File: src/rtl/wc_stream_arbiter_if.sv
// Requester-side and converter-side beat streams of the width-converter arbiter.
// The master modport is the arbiter's view; slave is the surrounding environment.
interface wc_stream_arbiter_if #(
  parameter int unsigned NUM_REQ = 4,
  parameter int unsigned DATA_W  = 8,
  parameter int unsigned ID_W    = $clog2(NUM_REQ)
);
  logic [NUM_REQ-1:0]        req_valid;
  logic [NUM_REQ*DATA_W-1:0] req_data;
  logic [NUM_REQ-1:0]        req_last;
  logic [NUM_REQ-1:0]        req_ready;
  logic                      cv_valid;
  logic [DATA_W-1:0]         cv_data;
  logic                      cv_last;
  logic [ID_W-1:0]           cv_id;
  logic                      cv_ready;

  modport master (
    input  req_valid, req_data, req_last, cv_ready,
    output req_ready, cv_valid, cv_data, cv_last, cv_id
  );

  modport slave (
    output req_valid, req_data, req_last, cv_ready,
    input  req_ready, cv_valid, cv_data, cv_last, cv_id
  );
endinterface

File: src/rtl/wc_stream_arbiter.sv
// Round-robin packet arbiter in front of a width converter. A grant is held for a whole packet and
// short tails are zero-padded so a converter output word never mixes two requesters.
module wc_stream_arbiter #(
  parameter int unsigned NUM_REQ = 4,
  parameter int unsigned DATA_W  = 8,
  parameter int unsigned RATIO   = 4
) (
  input  logic                       clk,
  input  logic                       resetn,
  wc_stream_arbiter_if.master        bus,
  output logic                       busy_o,
  output logic                       pad_pulse_o
);

  localparam int unsigned ID_W   = $clog2(NUM_REQ);
  localparam int unsigned CntW   = (RATIO > 1) ? $clog2(RATIO) : 1;
  localparam logic [CntW-1:0] CntMax = CntW'(RATIO - 1);

  typedef enum logic [1:0] {StIdle, StBusy, StPad} state_e;

  state_e              state_q;
  logic [ID_W-1:0]     grant_q;
  logic [ID_W-1:0]     ptr_q;
  logic [CntW-1:0]     cnt_q;
  logic                busy_q;
  logic                pad_pulse_q;

  logic [NUM_REQ-1:0]  rot;
  logic [ID_W-1:0]     winner;
  logic                any_req;
  logic                g_valid;
  logic                g_last;
  logic [DATA_W-1:0]   g_data;
  logic                cnt_at_max;
  logic                out_valid;
  logic                accept;

  assign any_req    = |bus.req_valid;
  assign g_valid    = bus.req_valid[grant_q];
  assign g_last     = bus.req_last[grant_q];
  assign g_data     = bus.req_data[DATA_W*32'(grant_q) +: DATA_W];
  assign cnt_at_max = (cnt_q == CntMax);
  assign accept     = out_valid && bus.cv_ready;

  // Rotate requests so bit 0 is the requester right after the last owner.
  always_comb begin
    rot    = NUM_REQ'({bus.req_valid, bus.req_valid} >> (32'(ptr_q) + 32'd1));
    winner = ptr_q;
    for (int j = NUM_REQ - 1; j >= 0; j--) begin
      if (rot[j]) begin
        winner = ID_W'((32'(ptr_q) + 32'(j) + 32'd1) % NUM_REQ);
      end
    end
  end

  always_comb begin
    out_valid     = 1'b0;
    bus.req_ready = '0;
    bus.cv_data   = '0;
    bus.cv_last   = 1'b0;
    bus.cv_id     = '0;
    case (state_q)
      StBusy: begin
        out_valid              = g_valid;
        bus.cv_data            = g_data;
        bus.cv_last            = g_last && cnt_at_max;
        bus.cv_id              = grant_q;
        bus.req_ready[grant_q] = bus.cv_ready;
      end
      StPad: begin
        out_valid   = 1'b1;
        bus.cv_last = cnt_at_max;
        bus.cv_id   = grant_q;
      end
      default: ;
    endcase
    bus.cv_valid = out_valid;
  end

  always_ff @(posedge clk or negedge resetn) begin
    if (!resetn) begin
      state_q     <= StIdle;
      grant_q     <= '0;
      ptr_q       <= ID_W'(NUM_REQ - 1);
      cnt_q       <= '0;
      busy_q      <= 1'b0;
      pad_pulse_q <= 1'b0;
    end else begin
      pad_pulse_q <= 1'b0;
      case (state_q)
        StIdle: begin
          if (any_req) begin
            grant_q <= winner;
            state_q <= StBusy;
            busy_q  <= 1'b1;
          end
        end
        StBusy: begin
          if (accept) begin
            cnt_q <= cnt_at_max ? '0 : cnt_q + CntW'(1);
            if (g_last) begin
              if (cnt_at_max) begin
                state_q <= StIdle;
                busy_q  <= 1'b0;
                ptr_q   <= grant_q;
              end else begin
                state_q     <= StPad;
                pad_pulse_q <= 1'b1;
              end
            end
          end
        end
        StPad: begin
          // Pad until the counter closes the current converter word.
          if (accept) begin
            if (cnt_at_max) begin
              cnt_q   <= '0;
              state_q <= StIdle;
              busy_q  <= 1'b0;
              ptr_q   <= grant_q;
            end else begin
              cnt_q <= cnt_q + CntW'(1);
            end
          end
        end
        default: begin
          state_q <= StIdle;
          busy_q  <= 1'b0;
          cnt_q   <= '0;
        end
      endcase
    end
  end

  assign busy_o      = busy_q;
  assign pad_pulse_o = pad_pulse_q;

endmodule

File: src/flat_wrapper.sv
// flat-port wrapper written by rule: the top's interface ports become plain ports
module wc_stream_arbiter_flat 
#(
  parameter int unsigned NUM_REQ = 4,
  parameter int unsigned DATA_W  = 8,
  parameter int unsigned RATIO   = 4
)
  (clk, resetn, busy_o, pad_pulse_o, bus_req_valid, bus_req_data, bus_req_last, bus_cv_ready, bus_req_ready, bus_cv_valid, bus_cv_data, bus_cv_last, bus_cv_id);
  wc_stream_arbiter_if #(.NUM_REQ(NUM_REQ), .DATA_W(DATA_W), .ID_W((2))) bus_i ();
  input  logic clk;
  input  logic resetn;
  output logic busy_o;
  output logic pad_pulse_o;
  input wire logic [$bits(bus_i.req_valid)-1:0] bus_req_valid;
  input wire logic [$bits(bus_i.req_data)-1:0] bus_req_data;
  input wire logic [$bits(bus_i.req_last)-1:0] bus_req_last;
  input wire logic [$bits(bus_i.cv_ready)-1:0] bus_cv_ready;
  output wire logic [$bits(bus_i.req_ready)-1:0] bus_req_ready;
  output wire logic [$bits(bus_i.cv_valid)-1:0] bus_cv_valid;
  output wire logic [$bits(bus_i.cv_data)-1:0] bus_cv_data;
  output wire logic [$bits(bus_i.cv_last)-1:0] bus_cv_last;
  output wire logic [$bits(bus_i.cv_id)-1:0] bus_cv_id;
  assign bus_i.req_valid = bus_req_valid;
  assign bus_i.req_data = bus_req_data;
  assign bus_i.req_last = bus_req_last;
  assign bus_i.cv_ready = bus_cv_ready;
  assign bus_req_ready = bus_i.req_ready;
  assign bus_cv_valid = bus_i.cv_valid;
  assign bus_cv_data = bus_i.cv_data;
  assign bus_cv_last = bus_i.cv_last;
  assign bus_cv_id = bus_i.cv_id;
  wc_stream_arbiter #(.NUM_REQ(NUM_REQ), .DATA_W(DATA_W), .RATIO(RATIO)) u_core (.clk(clk), .resetn(resetn), .bus(bus_i), .busy_o(busy_o), .pad_pulse_o(pad_pulse_o));
endmodule
File: config.mk
export PLATFORM = sky130hd
export DESIGN_NAME = wc_stream_arbiter_flat
export DESIGN_NICKNAME = d
export VERILOG_FILES = /design/src/rtl/wc_stream_arbiter_if.sv /design/src/rtl/wc_stream_arbiter.sv /design/src/flat_wrapper.sv
export SDC_FILE = /design/constraint.sdc
export NUM_CORES = 1
export LEC_CHECK = 0
export CAP_MARGIN = 20
export CORE_MARGIN = 5
export CORE_UTILIZATION = 35
export DETAILED_ROUTE_END_ITERATION = 10
export GPL_TIMING_DRIVEN = 1
export PLACE_DENSITY_LB_ADDON = 0.25
export SYNTH_ARGS = -nofsm -noshare
export SYNTH_HDL_FRONTEND = slang
export SYNTH_SLANG_ARGS = --single-unit
File: constraint.sdc
create_clock -name clk -period 2.5 [get_ports clk]
set_clock_uncertainty 0.15 [all_clocks]
set_input_delay 0.375 -clock clk [delete_from_list [all_inputs] [get_ports clk]]
set_output_delay 0.375 -clock clk [all_outputs]
set_load 0.01 [all_outputs]
# Word-level counts from Yosys, hierarchy flattened

Cells that the tools add are included.

Register bits after elaboration: 10
Logic and storage cells: 80

$add $sub $neg: 7
Equality and inequality tests: 9
$lt $le $gt $ge: 2
Shifts and indexed selects: 2
Bitwise logic cells: 2
Reductions and logical operators: 12
Multiplexer cells: 40

Operators by type and width:

| cell                                                       | count |
|---|---|
| 2-to-1 mux 2 bit                                           | 17 |
| variable part select 32 x 6 -> 8 bit                       | 1 |
| 2-to-1 mux 1 bit                                           | 12 |
| != test 2 x 1 -> 1 bit, second input constant              | 6 |
| adder 2 x 1 -> 2 bit, second input constant                | 4 |
| 2-to-1 mux 8 bit                                           | 1 |
| case mux 2 bit (2 select lines)                            | 2 |
| AND reduction 4 bit                                        | 2 |
| >> shifter 8 x 3 -> 4 bit                                  | 1 |
| case mux 2 bit (3 select lines)                            | 1 |
| AND reduction 5 bit                                        | 1 |
| adder 2 bit, second input constant                         | 2 |
| AND 4 bit                                                  | 1 |
| binary-select mux 1 bit (select 2 bit)                     | 2 |
| == test 2 bit, second input constant                       | 2 |
| 2-to-1 mux 4 bit                                           | 1 |
| case mux 1 bit (2 select lines)                            | 2 |
| AND reduction 2 bit                                        | 2 |
| OR reduction 4 bit                                         | 1 |
| adder 2 x 1 -> 3 bit, second input constant                | 1 |
| logical AND 1 bit                                          | 3 |
| less-than comparator 2 x 3 -> 1 bit, second input constant | 1 |
| case mux 1 bit (3 select lines)                            | 1 |
| demux 1 bit (select 2 bit)                                 | 1 |
| 6 further kinds                                            | 6 |

# Logic depth before layout (Yosys ltp)

Word-level depth: 6
Mapped depth: 7
Depth with buffers taken out: 6

# Worst setup path after synthesis

Ideal clock, no wire load.

Path kind: reg2reg
Start: register u_core.state_q[0]
End: register u_core.ptr_q[1]
Path slack: 391 ps
Stages on the path, launching flop included: 8
Required time: 2269 ps
Period minus slack after synthesis: 2109 ps
Arrival: 1878 ps
Buffers on the path: 1
Cells stage by stage: dfrtp_1 -> inv_1 -> ha_1 -> clkbuf_1 -> nand2_1 -> a221o_1 -> or4_1 -> o211ai_1

Cells in the longest elaborated chain, start to end: 5

RTL lines:

| what                                                    | line                                             | source |
|---|---|---|
| start, declared                                         | wc_stream_arbiter.sv:21                          | `state_e state_q;` |
| start signal, assigned                                  | wc_stream_arbiter.sv:82                          | `state_q <= StIdle;` |
| start signal, assigned                                  | wc_stream_arbiter.sv:94                          | `state_q <= StBusy;` |
| start signal, assigned                                  | wc_stream_arbiter.sv:103                         | `state_q <= StIdle;` |
| == test 2 bit or == test 2 x 1 -> 1 bit (tied branches) | wc_stream_arbiter.sv:62, wc_stream_arbiter.sv:90 |  |
| case mux 1 bit (2 select lines)                         | wc_stream_arbiter.sv:62                          | `case (state_q)` |
| logical AND 1 bit                                       | wc_stream_arbiter.sv:43                          | `assign accept = out_valid && bus.cv_ready;` |
| != test 2 x 1 -> 1 bit (no line)                        | n/a                                              |  |
| AND reduction 4 bit (no line)                           | n/a                                              |  |
| end signal, assigned                                    | wc_stream_arbiter.sv:84                          | `ptr_q <= ID_W'(NUM_REQ - 1);` |
| end signal, assigned                                    | wc_stream_arbiter.sv:105                         | `ptr_q <= grant_q;` |
| end signal, assigned                                    | wc_stream_arbiter.sv:120                         | `ptr_q <= grant_q;` |
| end, declared                                           | wc_stream_arbiter.sv:23                          | `logic [ID_W-1:0] ptr_q;` |

Several ways; a longest one is shown, not always the timed one.
A chain may end at the register's enable or synchronous reset.

# Final worst setup path

Start: register u_core.state_q[1]
End: output bus_cv_id[0]

Cells in the longest elaborated chain, start to end: 3

RTL lines:

| what                                                    | line                    | source |
|---|---|---|
| == test 2 x 1 -> 1 bit or == test 2 bit (tied branches) | wc_stream_arbiter.sv:62 |  |
| OR reduction 2 bit (no line) *                          | n/a                     |  |
| 2-to-1 mux 2 bit *                                      | wc_stream_arbiter.sv:62 |  |
| end, declared                                           | flat_wrapper.sv:22      | `output wire logic [$bits(bus_i.cv_id)-1:0] bus_cv_id;` |

Every way passes the cells marked *; elsewhere a longest branch is shown, timed or not.

==> flow_metrics.tcl <==
set metrics [dict create \
    outcome "complete, no violations" \
    synth-edff-count 0 \
    synthAdderAreaFrac_pct 4.415 \
    wl_per_cell_um 15.50 \
    antenna_found_initial 0 \
    seqCellArea_um2 255.2 \
    worstSetupStartpointType "flip-flop" \
    num_io_pins 61 \
    power_switching_uw 813.9 \
    hold_path_class "input port to async pin" \
    fin_crit_sh_pct 95.53 \
    htreeDepth 1 \
    p_per_area_nw_per_um2 980.9 \
    synthSimpleGateAreaFrac_pct 23.29 \
    grt_max_degree 11 \
    critPathMaxFanout 9 \
    grt_usage_pct 17.55 \
    synth_commonest_cells "13 x and2_1, 11 x nand2_1, 9 x mux4_2" \
    top_layer "met4" \
    p_total_mw 1.880 \
    cap_violations 0 \
    relSlewSlack_pct 70.17 \
    area_growth_pct 69.10 \
    ir_worst_vdd_mv 0.6338 \
    synth_nets 175 \
    drt_iter0_drc 48 \
    async_flop_share_pct 100.0 \
    synth.most_common_cell "and2_1" \
    clk_latency_ps 260 \
    dpl_cell_area_um2 1859 \
    ys_types 43 \
    dp.cells 236 \
    yosys-top-cells-area "mux4_2 18%, dfrtp_1 18%, and2_1 7.2%" \
    maxSlewViolCount 0 \
    die_width_um 66.91 \
    p_int_mw 1.066 \
    critPathRequiredTime_ps 1980 \
    first_pass_iters 4 \
    clockBufferDepth 2 \
    critPathArrivalTime_ps 1860 \
    drive_above_1_share_pct 19.00 \
    synth_cells 128 \
    detailed_place_hpwl_um 3102 \
    initial_core_util_pct 36.83 \
    tns_ps 0 \
    gp_congestion 0.8063 \
    ant_nets 0 \
    dieArea_um2 4477 \
    cts_num_sinks 10 \
    fmax_mhz 418.7 \
    die_y_um 66.91 \
    synthMuxAreaShare_pct 21.52 \
    num_rows 20 \
    core_region_area_um2 3078 \
    finalNetCount 248 \
    yosysSeqAreaShare_pct 22.30 \
    synth_compound_area_share_pct 20.97 \
    fill_cells 283 \
    avgSynthCellArea_um2 8.856 \
    vias_per_cell 5.422 \
    first_global_vias 1281 \
    synth_ff_type "dfrtp_1" \
    vias 1323 \
    met1_length_um 1648 \
    tightest_slew_ps 446.0 \
    p_comb_share_pct 78.6 \
    worstSetupEndpointType "primary output" \
    wl_met3_um 384 \
    ys_warn_count 0 \
    netlist_area_um2 1134 \
    clkTransAtPathRegs_ps 70 \
    synth.top_cell.area_share_pct 17.88 \
    cts-root-buf "clkbuf_4" \
    routed-wl-met2_um 1714 \
    cts_buffers 3 \
    power.share.sequential_pct 15.2 \
    routed_wl_um 3783 \
    power.static_leakage_nw 0.8311 \
    synth_top_cell_by_area "mux4_2" \
    rsz0062_at_grt "false" \
    swShare_pct 43.29 \
    num_antenna_cells 0 \
    hold_violations 0 \
    multi_input_area_um2 795.8 \
    setup_viol 0 \
    cts_tree "built" \
    drc 0 \
    port_buffers 60 \
    critPathKind "flip-flop to primary output" \
    ys_ff_latch 10 \
    synth_top_family_by_area "simple AND/OR/NAND/NOR gates" \
    synthXorXnorAreaFrac_pct 0 \
    fin_area_um2 1917 \
    stdcell_count 244 \
    min_period_ps 2388 \
    grt_pass1_wl_um 6003 \
    utilization_pct 62.28 \
    overflow 0 \
    p_clk_share_pct 6.2 \
]
-- path summary, 6_finish.rpt --
| check | start | end | slack (ps) | cells after the start |
|---|---|---|---|---|
| worst max-delay path | u_core.state_q[1] | bus_cv_id[0] | 110 | 5 |
| worst min-delay path | resetn | u_core.cnt_q[0] | 270 | 1 |
| worst max register to register | u_core.state_q[1] | u_core.ptr_q[1] | 280 | 7 |
| worst min register to register | u_core.cnt_q[1] | u_core.cnt_q[1] | 400 | 1 |
| max in group asynchronous | resetn | u_core.ptr_q[1] | 1590 | 1 |
| min in group clk | u_core.cnt_q[1] | u_core.cnt_q[1] | 400 | 1 |
-- timing repair --
item,CTS,global route
buffers inserted,3,1
setup endpoints to repair,8,4
pin swaps,0,0
gates resized for setup,7,5
hold buffers,0,0
-- power groups by stage --
stage,clock [mW],combinational (mW),sequential (mW)
after global routing,0.137,1.63,0.296
after global placement,0,1.45,0.284
after CTS,0.121,1.48,0.284
after detailed placement,0,1.49,0.286
final,0.117,1.48,0.285
after floorplan,0,0.898,0.253
-- placed cells by master, fill, tap and decap left out, types with 3 or more instances in the layout --
master | netlist | routed
a21oi_1 | 6 | 6
a31oi_1 | 3 | 3
and2_1 | 13 | 13
buf_4 | 1 | 18
clkbuf_4 | 0 | 3
clkdlybuf4s50_1 | 0 | 50
dfrtp_1 | 8 | 6
dlygate4sd2_1 | 0 | 7
dlymetal6s2s_1 | 0 | 3
ha_1 | 4 | 4
inv_1 | 8 | 8
mux2i_1 | 3 | 3
mux4_2 | 9 | 9
nand2_1 | 11 | 11
nand3_1 | 3 | 3
nor2_1 | 8 | 8
nor3_1 | 4 | 4
o21ai_0 | 3 | 3
-- metrics by stage --
step	worst slack, ps	hold WS, ps
6_report	111.9	268.4
5_1_grt	4.519	288.3
3_3_place_gp	4.383	385.5
2_1_floorplan	391.1	-70.59
4_1_cts	1.693	275.7
3_5_place_dp	-6.432	392.1
-- sequential cells by signal, summed over array words and instances (netlist names) --
signal	cells
u_core.cnt_q	2
u_core.ptr_q	2
u_core.busy_o	1
u_core.pad_pulse_o	1
u_core.grant_q	2
u_core.state_q	2
-- cells by family after synthesis --
family,after synthesis
flip-flops,10
buffers and inverters,19
adder cells (fa/ha/maj),4
AND/OR/NAND/NOR,50
AO/OA/AOI/OAI,32
multiplexers,13
-- layer usage --
metal  GRT usage (%)  vias to the layer above
met5               0                        -
met4           4.810                        0
met3           3.204                        4
met2           30.57                       75
met1           21.96                      614
li1                -                      630
-- critical path, stage by stage, from the launching register on --
cell and delay (ps):
dfrtp_1 390, inv_1 80, ha_1 290, buf_4 160, and2_1 130, clkdlybuf4s50_1 540
-- layout make-up --
| cell class | instances | area share (%) |
|---|---|---|
| sequential | 10 | 13.32 |
| multi-input combinational | 99 | 41.51 |
| timing repair buffer | 79 | 39.36 |
| tap | 44 | 2.872 |
| inverter | 8 | 1.567 |
| clock buffer | 4 | 1.371 |
Note: power is estimated with default switching activity, not from simulation.
